--- config.mk ---
export PLATFORM = sky130hd
export DESIGN_NAME = nand_test_sequencer
export DESIGN_NICKNAME = d
export VERILOG_FILES = /design/src/rtl/nand_test_pkg.sv /design/src/rtl/settle_timer.sv /design/src/rtl/nand_test_sequencer.sv
export SDC_FILE = /design/constraint.sdc
export NUM_CORES = 1
export LEC_CHECK = 0
export BUFFER_PORTS_ARGS = -buffer_cell sky130_fd_sc_hd__buf_2
export CORE_AREA = 5 5 77 51
export CTS_BUF_LIST = sky130_fd_sc_hd__clkbuf_4
export CTS_CLUSTER_SIZE = 16
export DETAILED_ROUTE_END_ITERATION = 12
export DIE_AREA = 0 0 82 56
export PLACE_DENSITY_LB_ADDON = 0.3
export SETUP_SLACK_MARGIN = 0.15
export SLEW_MARGIN = 20
export SYNTH_ARGS = -nofsm -noshare
export SYNTH_HDL_FRONTEND = slang
export SYNTH_SLANG_ARGS = --single-unit
--- constraint.sdc ---
create_clock -name clk -period 5.2 [get_ports clk]
set_input_delay 0.26 -clock clk [delete_from_list [all_inputs] [get_ports clk]]
set_output_delay 0.26 -clock clk [all_outputs]
set_load 0.05 [all_outputs]
--- src/rtl/nand_test_pkg.sv ---
// Shared definitions for the gate self-test sequencer: state encoding and
// expected truth tables for the 2-input gates in this codebase.
package nand_test_pkg;

  localparam logic [2:0] ST_IDLE   = 3'd0;
  localparam logic [2:0] ST_APPLY  = 3'd1;
  localparam logic [2:0] ST_SETTLE = 3'd2;
  localparam logic [2:0] ST_SAMPLE = 3'd3;
  localparam logic [2:0] ST_DONE   = 3'd4;

  typedef enum logic [2:0] {
    IDLE   = ST_IDLE,
    APPLY  = ST_APPLY,
    SETTLE = ST_SETTLE,
    SAMPLE = ST_SAMPLE,
    DONE   = ST_DONE
  } state_t;

  // Bit i is the expected gate output when vector i is applied.
  localparam logic [3:0] NAND_EXP_2IN = 4'b0111;
  localparam logic [3:0] AND_EXP_2IN  = 4'b1000;

endpackage

--- src/rtl/settle_timer.sv ---
// Loadable 8-bit down-counter; zero flags that the settle interval has elapsed.
module settle_timer (
  input  logic       clk,
  input  logic       rst_n,
  input  logic       load,
  input  logic       en,
  input  logic [7:0] load_val,
  output logic       zero
);

  logic [7:0] cnt_r;

  // Load takes priority; counting stops at zero.
  always_ff @(posedge clk or negedge rst_n) begin
    if (!rst_n) begin
      cnt_r <= 8'd0;
    end else if (load) begin
      cnt_r <= load_val;
    end else if (en && (cnt_r != 8'd0)) begin
      cnt_r <= cnt_r - 8'd1;
    end
  end

  assign zero = (cnt_r == 8'd0);

endmodule

--- src/rtl/nand_test_sequencer.sv ---
// On-chip self-test for a 2-input combinational gate: walks every input vector,
// samples the gate output after a settle time and records mismatches.
module nand_test_sequencer
  import nand_test_pkg::*;
#(
  parameter int                   NUM_IN        = 2,
  parameter int                   SETTLE_CYCLES = 4,
  parameter logic [2**NUM_IN-1:0] EXP_TABLE     = NAND_EXP_2IN
) (
  input  logic                              clk,
  input  logic                              rst_n,
  input  logic                              start,
  input  logic                              abort,
  output logic [NUM_IN-1:0]                 vec_out,
  input  logic                              y_in,
  output logic                              busy,
  output logic                              done,
  output logic                              pass,
  output logic [$clog2(2**NUM_IN+1)-1:0]    err_count,
  output logic [NUM_IN-1:0]                 fail_idx,
  output logic                              fail_valid
);

  localparam int NUM_VEC = 2**NUM_IN;
  localparam int CW      = $clog2(NUM_VEC + 1);

  localparam logic [NUM_IN-1:0] LAST_IDX   = NUM_IN'(NUM_VEC - 1);
  localparam logic [CW-1:0]     ERR_MAX    = CW'(NUM_VEC);
  localparam logic [7:0]        SETTLE_LD  = 8'(SETTLE_CYCLES - 1);

  state_t            state_r;
  logic [NUM_IN-1:0] idx_r;
  logic              timer_load_s;
  logic              timer_en_s;
  logic              timer_zero_s;
  logic              mismatch_s;
  logic              running_s;

  settle_timer u_settle_timer (
    .clk      (clk),
    .rst_n    (rst_n),
    .load     (timer_load_s),
    .en       (timer_en_s),
    .load_val (SETTLE_LD),
    .zero     (timer_zero_s)
  );

  // Timer control and output comparison decoded from the current state.
  always_comb begin
    timer_load_s = (state_r == APPLY);
    timer_en_s   = (state_r == SETTLE);
    running_s    = (state_r == APPLY) || (state_r == SETTLE) || (state_r == SAMPLE);
    mismatch_s   = (y_in != EXP_TABLE[idx_r]);
  end

  // Sequencer FSM with registered outputs and result bookkeeping.
  always_ff @(posedge clk or negedge rst_n) begin
    if (!rst_n) begin
      state_r    <= IDLE;
      idx_r      <= '0;
      vec_out    <= '0;
      busy       <= 1'b0;
      done       <= 1'b0;
      pass       <= 1'b0;
      err_count  <= '0;
      fail_idx   <= '0;
      fail_valid <= 1'b0;
    end else if (abort && running_s) begin
      // Partial results are kept for inspection; pass stays cleared.
      state_r <= IDLE;
      busy    <= 1'b0;
      vec_out <= '0;
    end else begin
      case (state_r)
        IDLE: begin
          done    <= 1'b0;
          vec_out <= '0;
          if (start && !abort) begin
            state_r    <= APPLY;
            idx_r      <= '0;
            err_count  <= '0;
            fail_idx   <= '0;
            fail_valid <= 1'b0;
            pass       <= 1'b0;
            busy       <= 1'b1;
          end
        end
        APPLY: begin
          vec_out <= idx_r;
          state_r <= SETTLE;
        end
        SETTLE: begin
          if (timer_zero_s) begin
            state_r <= SAMPLE;
          end
        end
        SAMPLE: begin
          if (mismatch_s) begin
            if (err_count != ERR_MAX) begin
              err_count <= err_count + CW'(1);
            end
            if (!fail_valid) begin
              fail_idx   <= idx_r;
              fail_valid <= 1'b1;
            end
          end
          if (idx_r == LAST_IDX) begin
            state_r <= DONE;
            done    <= 1'b1;
            busy    <= 1'b0;
            pass    <= (err_count == '0) && !mismatch_s;
          end else begin
            idx_r   <= idx_r + NUM_IN'(1);
            state_r <= APPLY;
          end
        end
        DONE: begin
          done    <= 1'b0;
          vec_out <= '0;
          state_r <= IDLE;
        end
        default: begin
          state_r <= IDLE;
          busy    <= 1'b0;
          done    <= 1'b0;
          vec_out <= '0;
        end
      endcase
    end
  end

endmodule

# After elaboration in Yosys (flattened, before gate mapping)
# Index checks and enable logic that the tools add are counted.
dict set report totals {
  wordCells 91
  reg_bits 24
  output_inout_bits 11
  in_bits 5
}
dict set report op_classes {
  n_addsub 3
  eq_ne 18
  muxes 32
  reduce_logical 25
  bitwise 2
  n_lt_le_gt_ge 1
}
# operator n
set op_table {}
lappend op_table {{2-to-1 mux 3 bit} 7}
lappend op_table {{2-to-1 mux 8 bit} 2}
lappend op_table {{one-hot mux 2 bit (2 select lines)} 3}
lappend op_table {{one-hot mux 3 bit (4 select lines)} 1}
lappend op_table {{AND reduction 4 bit} 3}
lappend op_table {{2-to-1 mux 2 bit} 5}
lappend op_table {{AND reduction 5 bit} 2}
lappend op_table {{inequality test 3 bit (second input constant)} 3}
lappend op_table {{logical NOT 8 bit} 1}
lappend op_table {{2-to-1 mux 1 bit} 8}
lappend op_table {{inequality test 2 x 1 -> 1 bit (second input constant)} 4}
lappend op_table {{inequality test 2 bit (second input constant)} 4}
lappend op_table {{nonzero test 8 bit} 1}
lappend op_table {{subtractor 8 x 1 -> 8 bit (second input constant)} 1}
lappend op_table {{equality test 3 x 2 -> 1 bit (second input constant)} 2}
lappend op_table {{logical NOT 3 bit} 2}
lappend op_table {{one-hot mux 1 bit (2 select lines)} 3}
lappend op_table {{one-hot mux 3 bit (2 select lines)} 1}
lappend op_table {{AND reduction 3 bit} 2}
lappend op_table {{logical AND 1 bit} 4}
lappend op_table {{nonzero test 2 bit} 2}
lappend op_table {{OR reduction 2 bit} 2}
lappend op_table {{adder 3 x 1 -> 3 bit (second input constant)} 1}
lappend op_table {{equality test 3 x 1 -> 1 bit (second input constant)} 1}
lappend op_table {{13 further kinds} 16}

# Logic depth before layout (Yosys ltp)
dict set report logic_depth {
  depth_word 7
  depth_mapped 6
  mapped_depth_nobuf 6
}

# Hierarchy
# A second synthesis with hierarchy kept.
dict set report hier_totals {
  hier_cells 153
  area_unflattened_um2 1447.6
}
# mod instances cells_per_inst seq_area_each_um2 area_per_inst_um2
set by_module_without_submodules {}
lappend by_module_without_submodules {nand_test_sequencer 1 95 400.4 919.6}
lappend by_module_without_submodules {settle_timer 1 58 200.2 528.0}

# Worst setup path before layout
# Ideal clock, no wire load.
dict set report synth_timing {
  path_kind {register to register}
  from {reg err_count[0]}
  to {reg err_count[2]}
  t_arrival_ps 1648
  slack_ps 3474
  period_less_slack_ps 1726
  path_buffers 0
  t_required_ps 5122
  stages_incl_launch_ff 7
  setup_time_ps 78
  cell_sequence {dfrtp_1 -> inv_1 -> ha_1 -> nand2_1 -> a21oi_1 -> or4_1 -> a21boi_1}
}
dict set report synth_via {
  elab_chain_cells 4
  word_cells_on_any_way 7
  classes_between {add/sub: 1; eq/ne: 2; mux: 3; reduce/logical: 1}
}
# element line_no
set synth_lines {}
lappend synth_lines {{from (decl)} nand_test_sequencer.sv:19} ;# output logic [$clog2(2**NUM_IN+1)-1:0] err_count,
lappend synth_lines {{from (signal assigned)} nand_test_sequencer.sv:100} ;# err_count <= err_count + CW'(1);
lappend synth_lines {{adder 3 x 1 -> 3 bit} nand_test_sequencer.sv:100}
lappend synth_lines {{2-to-1 mux 3 bit} nand_test_sequencer.sv:99} ;# if (err_count != ERR_MAX) begin
lappend synth_lines {{2-to-1 mux 3 bit} nand_test_sequencer.sv:98} ;# if (mismatch_s) begin
lappend synth_lines {{one-hot mux 3 bit (2 select lines)} nand_test_sequencer.sv:74} ;# case (state_r)
# Parallel ways exist; a longest one is shown, timed or not. The select of a mux whose other input is x is not followed.
# A chain may end at the register's enable or synchronous reset.

# Worst setup path after layout
dict set report layout_timing {
  from {reg idx_r[0]}
  to {reg err_count[2]}
}
dict set report layout_via {
  elab_chain_cells 5
}
# element line_no
set layout_lines {}
lappend layout_lines {{from (decl)} nand_test_sequencer.sv:32} ;# logic [NUM_IN-1:0] idx_r;
lappend layout_lines {{from (signal assigned)} nand_test_sequencer.sv:113} ;# idx_r <= idx_r + NUM_IN'(1);
lappend layout_lines {{binary-select mux 1 bit (select 2 bit)} nand_test_sequencer.sv:53} ;# mismatch_s = (y_in != EXP_TABLE[idx_r]);
lappend layout_lines {{2-to-1 mux 1 bit (not written as such)} nand_test_sequencer.sv:53}
lappend layout_lines {{inequality test 1 bit} nand_test_sequencer.sv:53}
lappend layout_lines {{inequality test 2 bit (no line)} n/a}
lappend layout_lines {{AND reduction 5 bit (no line)} n/a}
# No other way between the ends. The select of a mux whose other input is x is not followed.

==> qor.csv <==
stage,metric,value,unit
clock_tree,clk_latency,0.32,ns
final_layout,layout-drive-gt1-share,0.196,
critical_path,cp_max_fo,5,
critical_path,critical_path_depth,5,
synthesis,ys.flop_type,dfrtp_1,
synthesis,muxShareOfSynthArea,0.0308,
global_route,grt_pass1_vias,953,
synthesis,synth_top_family_by_area,simple AND/OR/NAND/NOR gates,
global_route,grt_max_degree,25,
sta,whs,0.314,ns
hold_path,worstHoldPathType,input pin to flip-flop,
critical_path,slowest_stage,dfrtp_1,
die,dieArea,4590,um2
critical_path,endpoint_kind,flip-flop,
global_route,overflow,0,
synthesis,yosys_warnings,0,
die,core-area,3120,um2
detailed_routing,via_per_inst,5.14,
sta,rsz0062_at_grt,false,
flow_run,cap_viol_max_count,0,
critical_path,worstPathRequired,5.44,ns
power_and_ir_drop,power_per_cell_area,404,nW/um2
detailed_routing,first_pass_iters,4,
sta,worst_pin_slew,0.611,ns
hold_path,whs_path_depth,4,
synthesis,synth_fa_ha_area_frac,0.0481,
synthesis,synthTopCellsByArea,"dfrtp_1 (46%), nor2_1 (5.2%), ha_1 (4.8%), a21oi_1 (3.5%), a32o_1 (3.1%)",
detailed_routing,initialDrtViolationCount,75,
final_layout,fill_cells,302,
synthesis,avgSynthCellArea,9.85,um2
final_layout,final_cell_mix,"dfrtp_1 (24), nor2_1 (18), buf_2 (15), inv_1 (9), a21oi_1 (9)",
sta,setup_viol,0,
sta,post-route-min-period,1.89,ns
placement,gp_congestion,0.781,
die,ios,16,
power_and_ir_drop,sw_frac_of_total,0.375,
clock_tree,cts_buffers,3,
placement,dp_hpwl,1920,um
clock_tree,cts_buffer_depth,2,
power_and_ir_drop,seqPwrFrac,0.448,
detailed_routing,routed-via-count,992,
detailed_routing,drt_wl_total,2580,um
synthesis,synth_edf_count,0,
synthesis,netlist.area_leader.share,0.462,
clock_tree,clock_sinks,24,
final_layout,stdcell_area,1470,um2
critical_path,rrSetupSlack,3.31,ns
synthesis,synth_nets,142,
sta,fmax,528,MHz
critical_path,timing.rr.start,idx_r[0],
synthesis,syn_area,1300,um2
sta,slew-limit-headroom,0.592,
sta,timing.final.ws_setup,3.31,ns
synthesis,synth-seq-cells,24,
clock_tree,cts_tree,built,
synthesis,yosys.cell_types.count,38,
critical_path,worst-path-buf-inv,0,
die,row_count,16,
final_layout,multi_input_area,642,um2
detailed_routing,wire_per_inst,13.4,um
placement,place_ws,3.37,ns
placement,placed_cell_area,1410,um2
power_and_ir_drop,p_int,371,uW
synthesis,synth_area_leader_cell,dfrtp_1,
synthesis,synth_cells,132,
synthesis,async_flop_share,1.00,
global_route,track_usage,0.122,
final_layout,fin_util,0.471,
hold_path,hold_end,busy,
die,die_w,82,um
clock_tree,ctsRootBufferMaster,clkbuf_4,
critical_path,critPathLaunchType,flip-flop,
sta,finalHoldViolCount,0,
power_and_ir_drop,leakagePower,0.000680,uW
run_status,outcome,"finished, final reports clean",
final_layout,final_common_cell,dfrtp_1,
final_layout,area_delta_synth_final,13.1,%
detailed_routing,drc,0,
power_and_ir_drop,vdd.ir_drop.worst,0.160,mV
final_layout,seqCellArea,601,um2
global_route,grt_pass1_wl,4440,um
critical_path,critPathTopFamily,flip-flops,
synthesis,synthXorXnorAreaFrac,0.0202,
power_and_ir_drop,pwr-share-comb,0.326,
critical_path,worst-r2r-cell-count,5,
hold_path,hp-start,abort,
synthesis,synth-compound-area-share,0.173,
clock_tree,post_cts_buffers,0,
synthesis,seq_area_frac_synth,0.462,
sta,finClkSkew,0.0112,ns
power_and_ir_drop,p_clk_frac,0.226,
critical_path,slowest_delay,0.45,ns
final_layout,diodes,0,
power_and_ir_drop,switchingPower,223,uW
critical_path,arrival,2.14,ns
sta,finalCritPeriodShare,0.364,
synthesis,yosys.area_share.simple,0.221,
sta,tns,0,ns
clock_tree,h-tree-depth,1,
detailed_routing,ant_nets,0,
sta,drv_slew,0,
placement,portBuffers,15,
global_route,antenna_found_initial,0,
clock_tree,cts.clk_slew.worst_paths,0.14,ns
critical_path,reg2reg_to,err_count[2],
die,die_h,56,um
critical_path,cp_cell_sequence,"ha_1, xnor2_1, a21oi_1, or4_1, a21boi_1",
critical_path,critPathKind,flip-flop to flip-flop,
final_layout,final_nets,159,
die,start_util,0.416,
-- metrics by stage --
step,instances,total power (uW)
5_1_grt,193,634
4_1_cts,193,599
3_3_place_gp,188,455
2_1_floorplan,132,421
6_report,193,594
3_5_place_dp,188,463
-- worst max path at each step --
stage                                 start                       to  slack, ns
floorplan                      err_count[0]             err_count[2]       3.47
global placement    u_settle_timer.cnt_r[0]  u_settle_timer.cnt_r[0]       3.43
detailed placement                 idx_r[0]             err_count[2]       3.37
CTS                                idx_r[0]             err_count[2]       3.31
global route        u_settle_timer.cnt_r[0]  u_settle_timer.cnt_r[0]       3.20
finish                             idx_r[0]             err_count[2]       3.31
-- cells by family (layout without fill, tap and decap cells) --
logic type / count (synthesis) / in the layout
fa+ha+maj: 5 / 5
xor+xnor: 3 / 3
compound gates: 33 / 33
mux: 4 / 4
buf+inv: 13 / 29
flops: 24 / 24
simple gates: 50 / 50
-- what timing repair did --
| item | CTS | global route |
|---|---|---|
| hold buffers | 1 | 0 |
| endpoints found under the hold margin | 24 | 0 |
| gates resized for setup | 0 | 0 |
-- layer usage --
metal / part of all wire / vias to the layer above / global-route usage
li1: - / 502 / -
met1: 0.54 / 476 / 0.188
met2: 0.42 / 14 / 0.168
met3: 0.035 / 0 / 0.0307
met4: 0 / 0 / 0.0284
met5: 0 / - / 0
-- tightest hold or removal path, cell delays in order --
cell	delay [ns]
buf_2	0.12
nor2_4	0.05
nand3_1	0.07
o21ai_0	0.08
-- cell type report --
type | count | share of cell area
multi-input combinational | 95 | 0.437
tap | 45 | 0.0383
timing repair buffer | 16 | 0.0579
clock buffer | 3 | 0.0153
clock inverter | 1 | 0.0204
sequential | 24 | 0.409
inverter | 9 | 0.0230
-- state kept, by name, summed over array words and instances, names as in the netlist --
name and cells:
state_r 3, u_settle_timer.cnt_r 8, done 1, fail_idx 2
fail_valid 1, busy 1, pass 1, idx_r 2
err_count 3, vec_out 2
-- cells in the mapped netlist, types with 2 or more instances --
library cell and n:
a22oi_1 2, nand3_1 2, nor2_1 18, dfrtp_1 24
a21oi_1 9, nand2b_1 2, nor2b_1 2, ha_1 5
nor3_1 5, a2bb2oi_1 2, a32o_1 4, and4bb_2 3
mux2i_1 4, o21bai_1 2, nand2_1 7, xnor2_1 3
inv_1 9, clkbuf_1 2, o21ai_0 7, a21boi_1 2
-- power by group through the flow --
stage | registers [uW] | logic, uW | clock network (uW)
2_1_floorplan | 288 | 133 | 0
3_3_place_gp | 267 | 188 | 0
3_5_place_dp | 269 | 193 | 0
4_1_cts | 266 | 195 | 138
5_1_grt | 273 | 213 | 149
6_report | 266 | 193 | 134
Note: power is estimated with default switching activity, not from simulation.
